`src/rtl/rob.sv`:
```
// Reorder buffer: 32-entry circular buffer tracking in-flight instructions.
// Retires in order, frees the old physical register of each retired
// destination, and requests a free-list head restore on a mispredicted branch.
// Optional debug ports (cnt_o/hd_o/tl_o) are built when ROB_DEBUG_EN is defined.
module rob (
  input  logic       clk,
  input  logic       rst,
  input  logic       dispatch_en_i,
  input  logic       dispatch_has_dest_i,
  input  logic       dispatch_is_br_i,
  input  logic [5:0] dispatch_old_preg_i,
  input  logic [4:0] dispatch_fl_head_i,
  input  logic       cdb_en_i,
  input  logic [4:0] cdb_rob_idx_i,
  input  logic       cdb_br_mispred_i,
  output logic       rob_full_o,
  output logic [4:0] rob_tail_o,
  output logic       retire_en_o,
  output logic [5:0] retire_preg_o,
  output logic       recover_en_o,
  output logic [4:0] recover_head_o
`ifdef ROB_DEBUG_EN
  ,
  output logic [5:0] cnt_o,
  output logic [4:0] hd_o,
  output logic [4:0] tl_o
`endif
);

  localparam int DEPTH = 32;

  // Per-entry status bits (reset / flushed as a whole)
  logic [DEPTH-1:0] valid_q, valid_d;
  logic [DEPTH-1:0] done_q, done_d;
  logic [DEPTH-1:0] mispred_q, mispred_d;

  // Per-entry payload, only meaningful while the entry is valid
  logic [DEPTH-1:0] has_dest_q;
  logic [DEPTH-1:0] is_br_q;
  logic [5:0]       old_preg_q [DEPTH];
  logic [4:0]       fl_head_q  [DEPTH];

  logic [4:0] head_q, head_d;
  logic [4:0] tail_q, tail_d;
  logic [5:0] count_q, count_d;

  logic full;
  logic head_rdy;
  logic head_mis;
  logic recover;
  logic retire_norm;
  logic dispatch_acc;

  // Head-entry decode, retire/recover decisions and dispatch acceptance
  always_comb begin
    full         = (count_q == 6'd32);
    head_rdy     = valid_q[head_q] && done_q[head_q];
    head_mis     = mispred_q[head_q] && is_br_q[head_q];
    recover      = rst && head_rdy && head_mis;
    retire_norm  = rst && head_rdy && !head_mis;
    // Full is judged on the current count, so a retire this cycle does not
    // open a slot for a dispatch in the same cycle.
    dispatch_acc = dispatch_en_i && !full && !recover;
  end

  // Externally visible outputs; all forced to zero while reset is held
  always_comb begin
    rob_full_o     = rst && full;
    rob_tail_o     = rst ? tail_q : 5'd0;
    retire_en_o    = retire_norm && has_dest_q[head_q];
    retire_preg_o  = retire_en_o ? old_preg_q[head_q] : 6'd0;
    recover_en_o   = recover;
    recover_head_o = recover ? fl_head_q[head_q] : 5'd0;
  end

`ifdef ROB_DEBUG_EN
  // Debug view of occupancy and pointers
  always_comb begin
    cnt_o = rst ? count_q : 6'd0;
    hd_o  = rst ? head_q  : 5'd0;
    tl_o  = rst ? tail_q  : 5'd0;
  end
`endif

  // Pointer and occupancy next-state; a recovery flushes everything
  always_comb begin
    head_d  = head_q;
    tail_d  = tail_q;
    count_d = count_q;
    if (recover) begin
      head_d  = 5'd0;
      tail_d  = 5'd0;
      count_d = 6'd0;
    end else begin
      if (dispatch_acc) tail_d = tail_q + 5'd1;
      if (retire_norm)  head_d = head_q + 5'd1;
      case ({dispatch_acc, retire_norm})
        2'b10:   count_d = count_q + 6'd1;
        2'b01:   count_d = count_q - 6'd1;
        default: count_d = count_q;
      endcase
    end
  end

  generate
    for (genvar gi = 0; gi < DEPTH; gi++) begin : g_entry
      logic wr;
      logic rt;
      logic cd;
      // Status next-state for one entry: dispatch, completion, retire, flush
      always_comb begin
        wr = dispatch_acc && (tail_q == 5'(gi));
        rt = retire_norm && (head_q == 5'(gi));
        // Completions to entries that are not in flight are dropped
        cd = cdb_en_i && valid_q[gi] && (cdb_rob_idx_i == 5'(gi));
        valid_d[gi]   = valid_q[gi];
        done_d[gi]    = done_q[gi];
        mispred_d[gi] = mispred_q[gi];
        if (recover) begin
          valid_d[gi]   = 1'b0;
          done_d[gi]    = 1'b0;
          mispred_d[gi] = 1'b0;
        end else if (wr) begin
          valid_d[gi]   = 1'b1;
          done_d[gi]    = 1'b0;
          mispred_d[gi] = 1'b0;
        end else begin
          if (rt) valid_d[gi] = 1'b0;
          if (cd) begin
            done_d[gi]    = 1'b1;
            mispred_d[gi] = cdb_br_mispred_i;
          end
        end
      end
    end
  endgenerate

  // Payload capture at the tail on an accepted dispatch
  always_ff @(posedge clk) begin
    if (dispatch_acc) begin
      has_dest_q[tail_q] <= dispatch_has_dest_i;
      is_br_q[tail_q]    <= dispatch_is_br_i;
      old_preg_q[tail_q] <= dispatch_old_preg_i;
      fl_head_q[tail_q]  <= dispatch_fl_head_i;
    end
  end

  // State registers with synchronous active-low reset
  always_ff @(posedge clk) begin
    if (!rst) begin
      valid_q   <= '0;
      done_q    <= '0;
      mispred_q <= '0;
      head_q    <= 5'd0;
      tail_q    <= 5'd0;
      count_q   <= 6'd0;
    end else begin
      valid_q   <= valid_d;
      done_q    <= done_d;
      mispred_q <= mispred_d;
      head_q    <= head_d;
      tail_q    <= tail_d;
      count_q   <= count_d;
    end
  end

endmodule

```
`config.mk`:
```
export PLATFORM = sky130hd
export DESIGN_NAME = rob
export DESIGN_NICKNAME = d
export VERILOG_FILES = /design/src/rtl/rob.sv
export SDC_FILE = /design/constraint.sdc
export NUM_CORES = 1
export LEC_CHECK = 0
export ABC_AREA = 1
export ABC_CLOCK_PERIOD_IN_PS = 4500
export BUFFER_PORTS_ARGS = -buffer_cell sky130_fd_sc_hd__buf_2
export CORE_ASPECT_RATIO = 0.75
export CORE_MARGIN = 2
export CORE_UTILIZATION = 41
export DETAILED_ROUTE_END_ITERATION = 10
export SETUP_SLACK_MARGIN = 0.5
export SKIP_CTS_REPAIR_TIMING = 1
export SLEW_MARGIN = 20
export SYNTH_ARGS = -nofsm -noshare
export SYNTH_HDL_FRONTEND = slang
export SYNTH_SLANG_ARGS = --single-unit
export TNS_END_PERCENT = 10
```
`constraint.sdc`:
```
create_clock -name clk -period 4.5 [get_ports clk]
set_clock_uncertainty 0.1 [all_clocks]
set_input_delay 0.225 -clock clk [delete_from_list [all_inputs] [get_ports clk]]
set_output_delay 0.225 -clock clk [all_outputs]
set_load 0.05 [all_outputs]
```
; After elaboration in Yosys (flattened, before gate mapping)
; Memory sizes are Yosys's and may differ from the RTL's. A register that Yosys moved wholly into a read port is not among the register bits.
; Index checks and enable logic that the tools add are counted.
[word_totals]
memories = 2
mem_bits_rw = 352
output_inout_bits = 19
register_bits = 176
[classes]
addsub = 4
n_reduce_logical = 210
magnitude_cmp = 3
n_eq_ne = 96
n_mux = 88
bitwise = 1
[memory_table]
columns = memory, words, word_bits, read_ports, rd_clocked_by_memory_dff, write_ports, line
row1 = old_preg_q, 32, 6, 1, 1, 1, 40  ; logic [5:0] old_preg_q [DEPTH];
row2 = fl_head_q, 32, 5, 1, 1, 1, 41  ; logic [4:0] fl_head_q [DEPTH];
[op_table]
columns = op, count
row1 = "5-bit equality test, second input constant", 48
row2 = 1-bit logical AND, 138
row3 = "5-bit by 4-bit equality test with 1-bit output, second input constant", 24
row4 = 3-bit OR reduction, 32
row5 = 1-bit two-way mux, 72
row6 = 2-bit nonzero test, 33
row7 = 32-bit bitwise mux, 2
row8 = "5-bit by 3-bit equality test with 1-bit output, second input constant", 12
row9 = "5-bit by 2-bit equality test with 1-bit output, second input constant", 6
row10 = 5-bit two-way mux, 6
row11 = 1-bit binary-select mux with 5-bit select, 5
row12 = "5-bit by 1-bit equality test with 1-bit output, second input constant", 3
row13 = 5-bit zero test, 3
row14 = "5-bit by 6-bit less-than comparator with 1-bit output, second input constant", 2
row15 = 6-bit case mux with 2 select lines, 1
row16 = "5-bit by 1-bit adder with 5-bit output, second input constant", 2
row17 = "6-bit by 1-bit adder with 6-bit output, second input constant", 1
row18 = "6-bit equality test, second input constant", 1
row19 = 6-bit two-way mux, 1
row20 = "6-bit by 1-bit subtractor with 6-bit output, second input constant", 1
row21 = 1-bit demux with 5-bit select, 1
row22 = "5-bit by 1-bit greater-or-equal comparator with 1-bit output, second input constant", 1
row23 = 1-bit zero test, 3
row24 = "2-bit by 1-bit equality test with 1-bit output, second input constant", 1
row25 = other kinds (3), 3

; Depth between registers and ports, before layout
[depth]
ltp_word = 9
mapped_depth = 26
depth_no_buf = 24

; Least setup slack after synthesis
; No wires, ideal clock.
[synth_timing]
path_type = reg-to-output
startpoint = register head_q[0]
endpoint = output retire_preg_o[0]
stages_incl_launch_ff = 17
path_buffers = 2
path_slack_ns = 1.434
required_ns = 4.175
arrival_time_ns = 2.741
cell_sequence = dfxtp_1 buf_4 buf_6 nor2_1 nor2_1 o21ai_0 nand2_1 nand2_1 nand2_1 inv_1 nand2_1 nand2_1 nand2_2 nand2_1 nor2_4 nand2_1 nor3_1
[synth_via]
elab_chain_cells = 7
word_cells_on_any_way = 17
cone_classes = mux (11) / reduce/logical (6)
[synth_rtl]
columns = item, line
row1 = "start, declared", 43  ; logic [4:0] head_q, head_d;
row2 = "start signal, assigned", 154  ; head_q <= 5'd0;
row3 = "start signal, assigned", 161  ; head_q <= head_d;
row4 = 1-bit binary-select mux with 5-bit select (on tied branches), "57, 58"
row5 = 1-bit two-way mux (on tied branches), "57, 58"
row6 = 1-bit logical AND (on tied branches), "57, 58"
row7 = 1-bit logical AND / 1-bit zero test (equally long branches), 60  ; retire_norm = rst && head_rdy && !head_mis;
row8 = 1-bit logical AND *, 60
row9 = via retire_norm, 51  ; logic retire_norm;
row10 = 1-bit logical AND *, 70  ; retire_en_o = retire_norm && has_dest_q[head_q];
row11 = 6-bit two-way mux *, 71  ; retire_preg_o = retire_en_o ? old_preg_q[head_q] : 6'd0;
row12 = "end, declared", 19  ; output logic [5:0] retire_preg_o,
; Mark *: on every way through the listed nets, which the timed path passes. The rest lies on a longest branch. The select of a mux whose other input is x is not followed.

==> run metrics <==
Critical Path End Type output pin; Final Hold Vio Count 0; # fillers 5178; CTS clk-pin slew, worst paths 60 ps; antenna violations before repair 0; Clk pwr share 44.7%; Num CTS Buffers 53; area grow syn2layout 11.1%; Clock Path Buffers 3; utilization after layout 46.2%; Tot Pwr 10.1 mW; largest net degree at the start of global routing 177; post-synthesis cell type count 37; Tot GR Track Use 22.1%; Routed Wire Length 65400 µm; RD Place Congestion 0.921; Min-Delay Path Depth 1; Max-Cap Viols 0; r2r endpoint is_br_q[28]; Post-Synthesis Cells 2392; leakage 9.61 nW; synth warn 0; CP max FO 51; placed cells 3055; RSZ-0062 raised after global routing yes; reg2reg path depth 15; DR WL/cell 20.7 µm; Die ar. 58900 µm²; crit path time final 3910 ps; crit share post-route 86.8%; Layout Nets 2419; worst skew pair latency 600 ps; gr ovfl total 0; Worst-Margin Slew 984 ps; 1st-iter DRT viols 1962; Synth Net Count 2430; Cell Int Power 7.97 mW; Post-synth EDFFs 416; VDD IR max 0.255 mV; Starting Density 41.6%; Startpoint Class register; relative slew slack 34.4%; # rows 75; Chip Width 280 µm; total core area 56100 µm²; Syn Area/Cell 9.76 µm²; Final Non-Filler Cells 3156; Psw 2.15 mW; DRT Pass-1 Iters 6; largest cells by area after synthesis edfxtp_1, nand2_1, dfxtp_1; DRC Markers 0; Crit path required time 4180 ps; H-tree levels 2; Yosys top cell area share 53.5%; antenna viol nets, final 0; CTS tree done; die height 211 µm; sequential power share 52.8%; post-synthesis async set-or-reset flop share 0%; status completed; DR vias 17400; Top FF cell, synth edfxtp_1; number of clock sinks 533; Ant. Diodes 0; largest area contributor in the netlist edfxtp_1; # IOs 42; first-pass GRT wire length 99000 µm; CTS Root Cell clkbuf_16; Reg area 14800 µm²; multi-input logic area 7120 µm²; reg2reg start head_q[0]; internal reg-to-reg setup slack 700 ps; Hold Path Class in -> reg; drt via density 5.51; setup TNS 0 ps; Worst Setup Path Type reg -> out; min-delay src dispatch_fl_head_i[1]; IO Port Bufs 41; maximum clock frequency 256 MHz; layout cells sized above 1 7.34%; post-synthesis register bit count 533; top post-synthesis cells by count nand2_1, edfxtp_1, a21oi_1; post-DP HPWL 40700 µm; Combinational Power Share 2.5%; Power Density 390 nW/µm²; cell with the most instances after synthesis nand2_1; Setup WS post-layout 592 ps; Min-Delay Endpoint fl_head_q[25][1]; dpl ws 839 ps; Pins Over Slew Limit 0; final setup fails 0; number of global-route vias before repair 16200; switch share 21.2%; sequential share of the synthesized area 63.6%; worst path arrival time 3580 ps; Post-Synthesis Cell Area 23300 µm²
power by group through the flow:
stage	clock (mW)	sequential (mW)	combinational, mW
finish	4.52	5.34	0.255
global route	4.76	5.34	0.275
CTS	4.57	5.34	0.250
detailed placement	0	5.45	0.249
global placement	0	5.45	0.245
floorplan	0	5.44	0.124
stage by stage:
step,hold slack [ps],cell area [µm²]
2_1_floorplan,224,23300
3_3_place_gp,348,24100
3_5_place_dp,352,24100
4_1_cts,-159,25900
5_1_grt,75.9,25900
6_report,64.9,25900
cell type report:
cell class              count  area share (%)
repair buffers             78            2.04
clock inverters            31            1.31
inverters                 201            2.92
multi-input cells        1514            27.5
clock buffers              68            5.49
flip-flops and latches    533            57.2
well taps                 731            3.53
flip-flops by register name, summed over array words and instances (netlist names), named ones only:
signal      cells
done_q         32
valid_q        32
count_q         6
tail_q          5
is_br_q        32
head_q          5
mispred_q      32
old_preg_q    192
has_dest_q     32
fl_head_q     160
placed cells by master (no fill, tap or decap), types with 6 or more instances in the layout:
master / count
a22oi_1: 23
inv_1: 191
buf_4: 31
o21ai_0: 46
nor3_1: 52
xor2_1: 7
buf_2: 41
o211ai_1: 17
nor4_1: 27
nand4_1: 34
a21oi_1: 193
dfxtp_1: 113
nor2_1: 183
clkinv_1: 9
inv_2: 6
a32o_1: 21
bufinv_16: 6
o311ai_0: 22
ha_1: 15
clkinv_2: 10
nand3_1: 153
clkbuf_1: 12
nand2_1: 682
edfxtp_1: 416
clkbuf_16: 54
per-layer routing:
layer	track usage [%]	wire [µm]	up-vias
li1	-	-	8154
met1	32.3	29800	8413
met2	32.7	28200	720
met3	4.51	5560	110
met4	7.41	1900	0
met5	0	0	-
worst max-delay path by stage:
stage,from,to,slack [ps],cells past startpoint
3_3_place_gp,head_q[0],fl_head_q[28][0],940,15
3_5_place_dp,head_q[0],fl_head_q[28][0],840,15
2_1_floorplan,head_q[0],retire_preg_o[0],1430,16
4_1_cts,register,recover_head_o[3],410,8
6_report,register,recover_head_o[1],590,8
5_1_grt,head_q[0],retire_preg_o[1],410,17
critical path, cell delays in order, from the launching register on:
cell and delay [ps]:
dfxtp_2 540, clkinv_2 390, buf_12 300, nand2_1 120, a21oi_1 50, o311ai_1 610, o211ai_1 320, a21oi_1 270
buf_2 300
kinds of logic (layout without fill, tap and decap cells):
group	Yosys count	count (layout)	share of synthesized area (%)
compound gates	342	342	8.77
mux	3	3	0.129
fa+ha+maj	15	15	0.804
buf+inv	345	378	6.01
flops	533	533	63.6
simple gates	1142	1142	20.3
xor+xnor	12	12	0.450
Note: power is estimated with default switching activity, not from simulation.
